**config.mk**
```make
export PLATFORM = sky130hd
export DESIGN_NAME = counter_game_ctrl_flat
export DESIGN_NICKNAME = d
export VERILOG_FILES = /design/src/rtl/counter_ctrl_pkg.sv /design/src/rtl/counter_game_ctrl_if.sv /design/src/rtl/counter_game_ctrl_rr_arbiter2.sv /design/src/rtl/counter_game_ctrl.sv /design/src/flat_wrapper.sv
export SDC_FILE = /design/constraint.sdc
export NUM_CORES = 1
export LEC_CHECK = 0
export ABC_AREA = 1
export CORE_ASPECT_RATIO = 0.7
export CORE_MARGIN = 10
export CORE_UTILIZATION = 40
export DETAILED_ROUTE_END_ITERATION = 8
export PLACE_DENSITY = 0.69
export SLEW_MARGIN = 20
export SYNTH_ARGS = -nofsm -noshare
export SYNTH_HDL_FRONTEND = slang
export SYNTH_HIERARCHICAL = 1
export SYNTH_SLANG_ARGS = --single-unit
```
**constraint.sdc**
```tcl
create_clock -name clk -period 1.8 [get_ports clk]
set_clock_uncertainty 0.2 [all_clocks]
set_input_delay 0.18 -clock clk [delete_from_list [all_inputs] [get_ports clk]]
set_output_delay 0.18 -clock clk [all_outputs]
set_load 0.005 [all_outputs]
```
**src/rtl/counter_ctrl_pkg.sv**
```systemverilog
// ----------------------------------------------------------------------------
// counter_ctrl_pkg
// Shared types and constants for the counter game controller.
//   state_t   : controller sequencing states
//   MODE_*    : counter control encodings driven on ctrl_mode
//   WHO_*     : game result encodings driven on who
// ----------------------------------------------------------------------------
package counter_ctrl_pkg;

    typedef enum logic [2:0] {
        IDLE  = 3'd0,
        CLEAR = 3'd1,
        ARB   = 3'd2,
        SLOT  = 3'd3,
        OVER  = 3'd4
    } state_t;

    localparam logic [1:0] MODE_UP1 = 2'b00;
    localparam logic [1:0] MODE_UP2 = 2'b01;
    localparam logic [1:0] MODE_DN1 = 2'b10;
    localparam logic [1:0] MODE_DN2 = 2'b11;

    localparam logic [1:0] WHO_NONE   = 2'b00;
    localparam logic [1:0] WHO_LOSER  = 2'b01;
    localparam logic [1:0] WHO_WINNER = 2'b10;

endpackage

```
**src/rtl/counter_game_ctrl_if.sv**
```systemverilog
// ----------------------------------------------------------------------------
// counter_game_ctrl_if
// Bundles the requester/counter side signals of counter_game_ctrl.
//   slave  : the controller (inputs start/req*/counter_value, drives the rest)
//   master : the environment (players and counter)
// ----------------------------------------------------------------------------
interface counter_game_ctrl_if #(
    parameter int WIDTH = 4
);
    logic                 start;
    logic [1:0]           req;
    logic [3:0]           req_mode;
    logic [1:0]           req_init;
    logic [2*WIDTH-1:0]   req_init_value;
    logic [WIDTH-1:0]     counter_value;

    logic [1:0]           ctrl_mode;
    logic                 init_en;
    logic [WIDTH-1:0]     init_value;
    logic                 counter_clear;
    logic [1:0]           grant;
    logic [WIDTH-1:0]     win_count;
    logic [WIDTH-1:0]     lose_count;
    logic [1:0]           who;
    logic                 gameover;
    logic                 busy;

    modport slave (
        input  start, req, req_mode, req_init, req_init_value, counter_value,
        output ctrl_mode, init_en, init_value, counter_clear, grant,
               win_count, lose_count, who, gameover, busy
    );

    modport master (
        output start, req, req_mode, req_init, req_init_value, counter_value,
        input  ctrl_mode, init_en, init_value, counter_clear, grant,
               win_count, lose_count, who, gameover, busy
    );
endinterface

```
**src/rtl/counter_game_ctrl_rr_arbiter2.sv**
```systemverilog
// ----------------------------------------------------------------------------
// rr_arbiter2
// Two-requester round-robin picker.
//   clk, rst : clock, async active-low reset
//   req      : request vector
//   take     : the current pick is being granted; advance the pointer
//   pick     : combinational one-hot choice (00 when no request)
// The pointer remembers the last granted requester and resets to 1 so that
// requester 0 wins the first contested pick.
// ----------------------------------------------------------------------------
module rr_arbiter2 (
    input  logic       clk,
    input  logic       rst,
    input  logic [1:0] req,
    input  logic       take,
    output logic [1:0] pick
);
    logic last;

    always_comb begin
        pick = req;
        if (req == 2'b11) begin
            pick = last ? 2'b01 : 2'b10;
        end
    end

    always_ff @(posedge clk or negedge rst) begin
        if (!rst) begin
            last <= 1'b1;
        end else if (take && (|req)) begin
            last <= pick[1];
        end
    end
endmodule

```
**src/rtl/counter_game_ctrl.sv**
```systemverilog
// ----------------------------------------------------------------------------
// counter_game_ctrl
// Sequencer/arbiter in front of a 4-bit multi-mode up/down counter. Two
// players share the counter in round-robin time slots; win (counter enters
// all-ones) and lose (counter enters zero) events are scored, and the game
// ends when either score reaches TARGET.
//   clk, rst : clock, async active-low reset
//   bus      : counter_game_ctrl_if.slave (start, req*, counter_value in;
//              ctrl_mode, init_en/value, counter_clear, grant, scores,
//              who, gameover, busy out)
//
// state | meaning
// IDLE  | after reset, waiting for start
// CLEAR | counter_clear pulse for CLEAR_CYCLES cycles, scores zeroed
// ARB   | no owner; pick next requester
// SLOT  | one requester owns the counter for up to SLOT_CYCLES cycles
// OVER  | score reached TARGET; outputs frozen until start
// ----------------------------------------------------------------------------
module counter_game_ctrl
    import counter_ctrl_pkg::*;
#(
    parameter int WIDTH        = 4,
    parameter int SLOT_CYCLES  = 4,
    parameter int TARGET       = 15,
    parameter int CLEAR_CYCLES = 2
) (
    input logic                  clk,
    input logic                  rst,
    counter_game_ctrl_if.slave   bus
);
    localparam int SLOT_W = (SLOT_CYCLES > 1) ? $clog2(SLOT_CYCLES) : 1;
    localparam int CLR_W  = (CLEAR_CYCLES > 1) ? $clog2(CLEAR_CYCLES) : 1;
    localparam logic [SLOT_W-1:0] SLOT_LOAD = SLOT_W'(SLOT_CYCLES - 1);
    localparam logic [CLR_W-1:0]  CLR_LOAD  = CLR_W'(CLEAR_CYCLES - 1);
    localparam logic [WIDTH-1:0]  TGT       = WIDTH'(TARGET);
    localparam logic [WIDTH-1:0]  ALL_ONES  = {WIDTH{1'b1}};

    state_t             state;
    logic [SLOT_W-1:0]  slot_cnt;
    logic [CLR_W-1:0]   clr_cnt;
    logic [WIDTH-1:0]   prev;

    logic [1:0]         ctrl_mode;
    logic               init_en;
    logic [WIDTH-1:0]   init_value;
    logic               counter_clear;
    logic [1:0]         grant;
    logic [WIDTH-1:0]   win_count;
    logic [WIDTH-1:0]   lose_count;
    logic [1:0]         who;
    logic               gameover;
    logic               busy;

    logic [1:0]         pick;
    logic               take;
    logic               playing;
    logic               end_now;
    logic               win_ev;
    logic               lose_ev;
    logic [1:0]         sel_mode;
    logic               sel_init;
    logic [WIDTH-1:0]   sel_value;

    always_comb begin
        playing   = (state == ARB) || (state == SLOT);
        end_now   = playing && ((win_count == TGT) || (lose_count == TGT));
        take      = (state == ARB) && !end_now;
        win_ev    = (bus.counter_value == ALL_ONES) && (prev != ALL_ONES);
        lose_ev   = (bus.counter_value == '0) && (prev != '0);
        sel_mode  = pick[1] ? bus.req_mode[3:2] : bus.req_mode[1:0];
        sel_init  = pick[1] ? bus.req_init[1] : bus.req_init[0];
        sel_value = pick[1] ? bus.req_init_value[2*WIDTH-1:WIDTH]
                            : bus.req_init_value[WIDTH-1:0];
    end

    rr_arbiter2 u_arb (
        .clk  (clk),
        .rst  (rst),
        .req  (bus.req),
        .take (take),
        .pick (pick)
    );

    always_ff @(posedge clk or negedge rst) begin
        if (!rst) begin
            state         <= IDLE;
            slot_cnt      <= '0;
            clr_cnt       <= '0;
            prev          <= WIDTH'(1);
            ctrl_mode     <= MODE_UP1;
            init_en       <= 1'b0;
            init_value    <= '0;
            counter_clear <= 1'b0;
            grant         <= 2'b00;
            win_count     <= '0;
            lose_count    <= '0;
            who           <= WHO_NONE;
            gameover      <= 1'b0;
            busy          <= 1'b0;
        end else begin
            prev    <= bus.counter_value;
            // init load is a single-cycle pulse at the start of a slot
            init_en <= 1'b0;

            if (playing) begin
                if (win_ev && (win_count != TGT)) begin
                    win_count <= win_count + 1'b1;
                end
                if (lose_ev && (lose_count != TGT)) begin
                    lose_count <= lose_count + 1'b1;
                end
            end

            case (state)
                IDLE, OVER: begin
                    if (bus.start) begin
                        state         <= CLEAR;
                        counter_clear <= 1'b1;
                        clr_cnt       <= CLR_LOAD;
                        win_count     <= '0;
                        lose_count    <= '0;
                        who           <= WHO_NONE;
                        gameover      <= 1'b0;
                        ctrl_mode     <= MODE_UP1;
                        grant         <= 2'b00;
                        busy          <= 1'b1;
                    end
                end
                CLEAR: begin
                    if (clr_cnt == '0) begin
                        counter_clear <= 1'b0;
                        state         <= ARB;
                    end else begin
                        clr_cnt <= clr_cnt - 1'b1;
                    end
                end
                ARB, SLOT: begin
                    if (end_now) begin
                        // win is checked first so it wins a double-target tie
                        state    <= OVER;
                        gameover <= 1'b1;
                        who      <= (win_count == TGT) ? WHO_WINNER : WHO_LOSER;
                        grant    <= 2'b00;
                        busy     <= 1'b0;
                    end else if (state == ARB) begin
                        if (pick != 2'b00) begin
                            grant      <= pick;
                            ctrl_mode  <= sel_mode;
                            init_en    <= sel_init;
                            init_value <= sel_value;
                            slot_cnt   <= SLOT_LOAD;
                            state      <= SLOT;
                        end else begin
                            grant <= 2'b00;
                        end
                    end else begin
                        if ((slot_cnt == '0) || ((grant & bus.req) == 2'b00)) begin
                            grant <= 2'b00;
                            state <= ARB;
                        end else begin
                            slot_cnt <= slot_cnt - 1'b1;
                        end
                    end
                end
                default: state <= IDLE;
            endcase
        end
    end

    assign bus.ctrl_mode     = ctrl_mode;
    assign bus.init_en       = init_en;
    assign bus.init_value    = init_value;
    assign bus.counter_clear = counter_clear;
    assign bus.grant         = grant;
    assign bus.win_count     = win_count;
    assign bus.lose_count    = lose_count;
    assign bus.who           = who;
    assign bus.gameover      = gameover;
    assign bus.busy          = busy;
endmodule

```
**src/flat_wrapper.sv**
```systemverilog
// flat-port wrapper written by rule: the top's interface ports become plain ports
module counter_game_ctrl_flat import counter_ctrl_pkg::*;
#(
    parameter int WIDTH        = 4,
    parameter int SLOT_CYCLES  = 4,
    parameter int TARGET       = 15,
    parameter int CLEAR_CYCLES = 2
)
  (clk, rst, bus_start, bus_req, bus_req_mode, bus_req_init, bus_req_init_value, bus_counter_value, bus_ctrl_mode, bus_init_en, bus_init_value, bus_counter_clear, bus_grant, bus_win_count, bus_lose_count, bus_who, bus_gameover, bus_busy);
  counter_game_ctrl_if #(.WIDTH(WIDTH)) bus_i ();
  input logic clk;
  input logic rst;
  input wire logic [$bits(bus_i.start)-1:0] bus_start;
  input wire logic [$bits(bus_i.req)-1:0] bus_req;
  input wire logic [$bits(bus_i.req_mode)-1:0] bus_req_mode;
  input wire logic [$bits(bus_i.req_init)-1:0] bus_req_init;
  input wire logic [$bits(bus_i.req_init_value)-1:0] bus_req_init_value;
  input wire logic [$bits(bus_i.counter_value)-1:0] bus_counter_value;
  output wire logic [$bits(bus_i.ctrl_mode)-1:0] bus_ctrl_mode;
  output wire logic [$bits(bus_i.init_en)-1:0] bus_init_en;
  output wire logic [$bits(bus_i.init_value)-1:0] bus_init_value;
  output wire logic [$bits(bus_i.counter_clear)-1:0] bus_counter_clear;
  output wire logic [$bits(bus_i.grant)-1:0] bus_grant;
  output wire logic [$bits(bus_i.win_count)-1:0] bus_win_count;
  output wire logic [$bits(bus_i.lose_count)-1:0] bus_lose_count;
  output wire logic [$bits(bus_i.who)-1:0] bus_who;
  output wire logic [$bits(bus_i.gameover)-1:0] bus_gameover;
  output wire logic [$bits(bus_i.busy)-1:0] bus_busy;
  assign bus_i.start = bus_start;
  assign bus_i.req = bus_req;
  assign bus_i.req_mode = bus_req_mode;
  assign bus_i.req_init = bus_req_init;
  assign bus_i.req_init_value = bus_req_init_value;
  assign bus_i.counter_value = bus_counter_value;
  assign bus_ctrl_mode = bus_i.ctrl_mode;
  assign bus_init_en = bus_i.init_en;
  assign bus_init_value = bus_i.init_value;
  assign bus_counter_clear = bus_i.counter_clear;
  assign bus_grant = bus_i.grant;
  assign bus_win_count = bus_i.win_count;
  assign bus_lose_count = bus_i.lose_count;
  assign bus_who = bus_i.who;
  assign bus_gameover = bus_i.gameover;
  assign bus_busy = bus_i.busy;
  counter_game_ctrl #(.WIDTH(WIDTH), .SLOT_CYCLES(SLOT_CYCLES), .TARGET(TARGET), .CLEAR_CYCLES(CLEAR_CYCLES)) u_core (.clk(clk), .rst(rst), .bus(bus_i));
endmodule
```
* Yosys cells after proc, flatten, opt, wreduce, memory -nomap -nowiden
Cells that the tools add are included.
** Operators by class
- Add/subtract/negate cells :: 4
- $lt $le $gt $ge :: 0
- Div/mod/pow operators :: 0
- Mux-type cells :: 50
- Reduce and logical (&&, ||, !) cells :: 30
- Shifts and indexed selects :: 0
- $mul :: 0
- Eq/ne operators :: 21
- Bitwise gates (word level) :: 2
** Operator list (number)
- two-way mux 4 bit :: 9
- two-way mux 2 bit :: 16
- two-way mux 3 bit :: 6
- equality test 4 bit, second input constant :: 3
- inequality test 4 bit, second input constant :: 3
- case mux 2 bit (2 select lines) :: 3
- AND reduction 4 bit :: 3
- two-way mux 1 bit :: 11
- case mux 3 bit (3 select lines) :: 1
- AND reduction 3 bit :: 3
- adder 4 x 1 -> 4 bit, second input constant :: 2
- inequality test 2 x 1 -> 1 bit, second input constant :: 4
- inequality test 2 bit, second input constant :: 4
- case mux 1 bit (2 select lines) :: 4
- logical AND 1 bit :: 7
- equality test 3 x 2 -> 1 bit, second input constant :: 2
- nonzero test 2 bit :: 3
- OR reduction 2 bit :: 3
- AND reduction 5 bit :: 1
- logical NOT 2 bit :: 2
- logical NOT 4 bit :: 1
- inequality test 4 x 1 -> 1 bit, second input constant :: 1
- inequality test 4 x 3 -> 1 bit, second input constant :: 1
- nonzero test 4 bit :: 1
- 11 further kinds :: 13
** Storage, ports and cells
- Bits in latches :: 0
- Memories kept :: 0
- Flip-flop bits (word level) :: 33
- Input bits :: 23
- Bits in writable memories :: 0
- Logic and storage cells :: 122
- Output and inout port bits :: 22
- Bits in read-only memories :: 0

* Longest topological paths before layout
- Depth after elaboration :: 7
- Mapped depth :: 9
- Mapped depth without buffers :: 9

* Hierarchy
Netlist, hierarchy kept.
** By module, submodules not included
- counter_game_ctrl :: cells an instance 194, area an instance 1575.3 um^2, instances 1, seq. area each 802.0 um^2
- rr_arbiter2 :: cells an instance 8, area an instance 61.3 um^2, instances 1, seq. area each 26.3 um^2

* Least setup slack after synthesis
Ideal clock, no wire load.
- Path kind :: reg2reg
- Start point :: register u_core.win_count[0] (netlist: u_core/bus.win_count[0])
- End point :: register u_core.ctrl_mode[0] (netlist: u_core/bus.ctrl_mode[0])
- Required time :: 1.476 ns
- Arrival time :: 1.324 ns
- Cell stages (with the launch flop) :: 10
- Clock period less this slack :: 1.648 ns
- Path buffers :: 0
- Setup slack :: 0.152 ns
- Setup time :: 0.124 ns
- Cells stage by stage :: dfrtp_1 > ha_1 > nand3_1 > nand2_1 > nor2_4 > nand2_4 > nand2_2 > inv_1 > nand2_1 > nand2_1
** Between the ends
- Cells in the longest elaborated chain, start to end :: 5
** Ends and longest elaborated chain
- start: declaration :: RTL line counter_game_ctrl.sv:48 : logic [WIDTH-1:0] win_count;
- start signal: assignment :: RTL line counter_game_ctrl.sv:107 : win_count <= win_count + 1'b1;
- equality test 4 bit :: RTL line counter_game_ctrl.sv:66 : end_now = playing && ((win_count == TGT) || (lose_count == TGT));
- logical OR 1 bit :: RTL line counter_game_ctrl.sv:66
- logical AND 1 bit :: RTL line counter_game_ctrl.sv:66
- inequality test 2 bit (no line)
- AND reduction 5 bit (no line)
- end signal: assignment :: RTL line counter_game_ctrl.sv:148 : ctrl_mode <= sel_mode;
- end: declaration :: RTL line counter_game_ctrl.sv:43 : logic [1:0] ctrl_mode;
Every way passes these cells.
A chain may end at the register's enable or synchronous reset.

* Worst setup path in the final report
- Start point :: register u_core.lose_count[1] (netlist: u_core/bus.lose_count[1])
- End point :: register u_core.ctrl_mode[1] (netlist: u_core/bus.ctrl_mode[1])
** Between the ends
- Cells in the longest elaborated chain, start to end :: 5
** Ends and longest elaborated chain
- start: declaration :: RTL line counter_game_ctrl.sv:49 : logic [WIDTH-1:0] lose_count;
- start signal: assignment :: RTL line counter_game_ctrl.sv:110 : lose_count <= lose_count + 1'b1;
- equality test 4 bit :: RTL line counter_game_ctrl.sv:66
- logical OR 1 bit :: RTL line counter_game_ctrl.sv:66
- logical AND 1 bit :: RTL line counter_game_ctrl.sv:66
- inequality test 2 bit (no line)
- AND reduction 5 bit (no line)
Every way passes these cells.

==> impl_metrics.ini <==
[status]
status = finished, final reports clean

[grt]
track_usage_pct = 11.4
antenna_found_initial = 0
grt_overflow = 0
grt_max_degree = 34
grt_pass1_vias = 1373
grt_pass1_wl_um = 6310

[yosys]
ys_warn_count = 6
yosysSeqAreaShare_pct = 50.6
synth_area_um2 = 1640
synthCells = 202
synth_largest_area_cell = dfrtp_1
synth_top_cell_area_share_pct = 47.4
syn_area_per_cell_um2 = 8.10
synth_cell_types = 26
syn_nets = 228
synth_area_leaders = dfrtp_1 47%, nand2_1 12%, nor2_1 8.5%, inv_1 5.0%, nand3_1 3.4%
ys_ff_latch = 33

[worst_setup_path]
crit_path_start = u_core/bus.lose_count[1]$_DFF_PN0_
ff2ff_setup_slack_ns = 0.08
critPathCapture = u_core/bus.ctrl_mode[1]$_DFFE_PN0P_
crit_type = reg2reg
r2r_start = u_core/bus.lose_count[1]$_DFF_PN0_
crit_required_ns = 1.76
startpoint_type = flip-flop
reg2reg_depth = 9
r2r-end = u_core/bus.ctrl_mode[1]$_DFFE_PN0P_
endpoint_kind = flip-flop
worstPathMaxFanout = 5
cp.arrival_ns = 1.68

[place]
portBuffers = 44
post_dp_cell_area_um2 = 2220
place_inst = 307
dp_hpwl_um = 3060
place_congestion = 0.787

[clock_tree]
clockBufferDepth = 2
hold_buffers = 0
cts_made_buffers = 5
path_clk_slew_ns = 0.07
ctsRootBufferMaster = clkbuf_8
clk-insertion-delay-late_ns = 0.27
cts.htree.levels = 2
cts_tree = built
clock-sinks = 33

[timing]
final_max_slew_viol_count = 0
worst_pin_slew_ns = 0.288
max_freq_ghz = 0.582
fin_crit_ns = 1.72
finalHoldViolCount = 0
setup_viol = 0
slew_headroom_pct = 80.6
fin_crit_sh_pct = 95.4

[die]
coreArea_um2 = 3920
die_y_um = 73.5
rows = 19
initial_utilization_pct = 41.7
die_w_um = 96.5
dieArea_um2 = 7090
num_io_pins = 45

[drt]
route.detailed.drc = 0
first_iter_violations = 66
wire_per_inst_um = 12.5
dr.pass1.iters = 4
num_vias = 1475
ant_nets = 0
drt_wl_total_um = 3980
vias_per_cell = 4.64

[layout]
fill_cells = 349
drive_gt1_share_pct = 16.5
most-common-layout-cells = 51 x nand2_1, 44 x clkdlybuf4s50_1, 35 x nor2_1
final_common_cell = nand2_1
syn_to_final_growth_pct = 45.6
nNetsFinal = 291
design_area_um2 = 2380
final_cells = 318
n_antenna_cell = 0

[power_and_ir_drop]
ir_drop_v = 0.000713
powerDensity_nw_per_um2 = 1260
cellLeakagePower_nw = 1.16

[hold_path]
hold_path.class = in2async

[flow_run]
cap_violations = 0
-- state kept, by name, indices dropped and copies added, names as in the netlist, 2 cells and up --
register               count
u_core/state               3
u_core/bus.win_count       4
u_core/bus.init_value      4
u_core/slot_cnt            2
u_core/bus.who             2
u_core/bus.lose_count      4
u_core/prev                4
u_core/bus.ctrl_mode       2
u_core/bus.grant           2
-- power breakdown --
group	internal, W	switching [W]	leakage [nW]
Clock	0.000345	0.000251	0.0542
Sequential	0.000956	0.000149	0.412
Combinational	0.000622	0.000667	0.697
-- worst min-delay path by stage --
stage,start,end,slack [ns]
after detailed placement,u_core/clr_cnt$_DFFE_PN0P_,u_core/clr_cnt$_DFFE_PN0P_,0.27
after global routing,rst,u_core/bus.lose_count[3]$_DFF_PN0_,0.07
after floorplan,rst,u_core/bus.busy$_DFFE_PN0P_,-0.32
after global placement,u_core/clr_cnt$_DFFE_PN0P_,u_core/clr_cnt$_DFFE_PN0P_,0.27
after CTS,rst,u_core/bus.lose_count[3]$_DFF_PN0_,0.07
final,rst,u_core/bus.lose_count[1]$_DFF_PN0_,0.06
-- worst max-delay path, stage by stage (launching register included) --
cell     delay [ns]
dfrtp_1        0.41
ha_2           0.20
nand3_2        0.09
nand2_2        0.08
nor2_4         0.24
nand2_4        0.12
nand2_4        0.08
inv_1          0.06
nand2_1        0.06
nand2_1        0.05
-- metrics by stage --
stage | hold slack [ns] | total power (W) | util, % | setup TNS [ns] | worst slack, ns
5_1_grt | 0.0677 | 0.00322 | 60.7 | -0.0494 | -0.0380
6_report | 0.0635 | 0.00299 | 60.7 | 0 | 0.0825
4_1_cts | 0.0665 | 0.00292 | 59.1 | 0 | 0.0277
2_1_floorplan | -0.316 | 0.00174 | - | 0 | 0.152
3_5_place_dp | 0.267 | 0.00231 | 56.5 | -0.900 | -0.171
3_3_place_gp | 0.267 | 0.00230 | 56.5 | -0.555 | -0.102
-- Yosys cell counts, drive strengths merged --
cell and instances:
a21boi 2, a21oi 7, a31oi 1, and2 1, buf 1, clkbuf 1
dfrtp 31, dfstp 2, ha 3, inv 23, nand2 55, nand3 14
nand4 1, nor2 41, nor3 3, o211ai 2, o21ai 9, o22ai 1
o31ai 4
-- layout make-up --
class	instances	area [µm²]	area share, %
clock buffer	7	96.3	4.04
clock inverter	1	5.00	0.210
inverter	23	86.3	3.62
multi-input combinational	145	751	31.5
sequential	33	828	34.8
tap	52	65.1	2.73
timing repair buffer	57	551	23.1
-- cell families after synthesis --
kind of cell	Yosys count	share of synthesized area [%]
DFF	33	50.6
buffers and inverters	25	6.57
adders and majority gates	3	2.29
and+or+nand+nor	115	31.2
AOI/OAI and AO/OA	26	9.33
-- what timing repair did --
item | 4_1_cts | 5_1_grt
buffers inserted | 0 | 2
setup endpoints to repair | 0 | 12
gates resized for setup | 0 | 13
-- metal layers --
layer  vias to the layer above  share of wire [%]  track usage, %
met5                         -                  0               0
met4                         0                1.0            4.34
met3                         2                8.5            5.90
met2                        31                 43            15.7
met1                       668                 48            14.6
li1                        774                  -               -
Note: power is estimated with default switching activity, not from simulation.
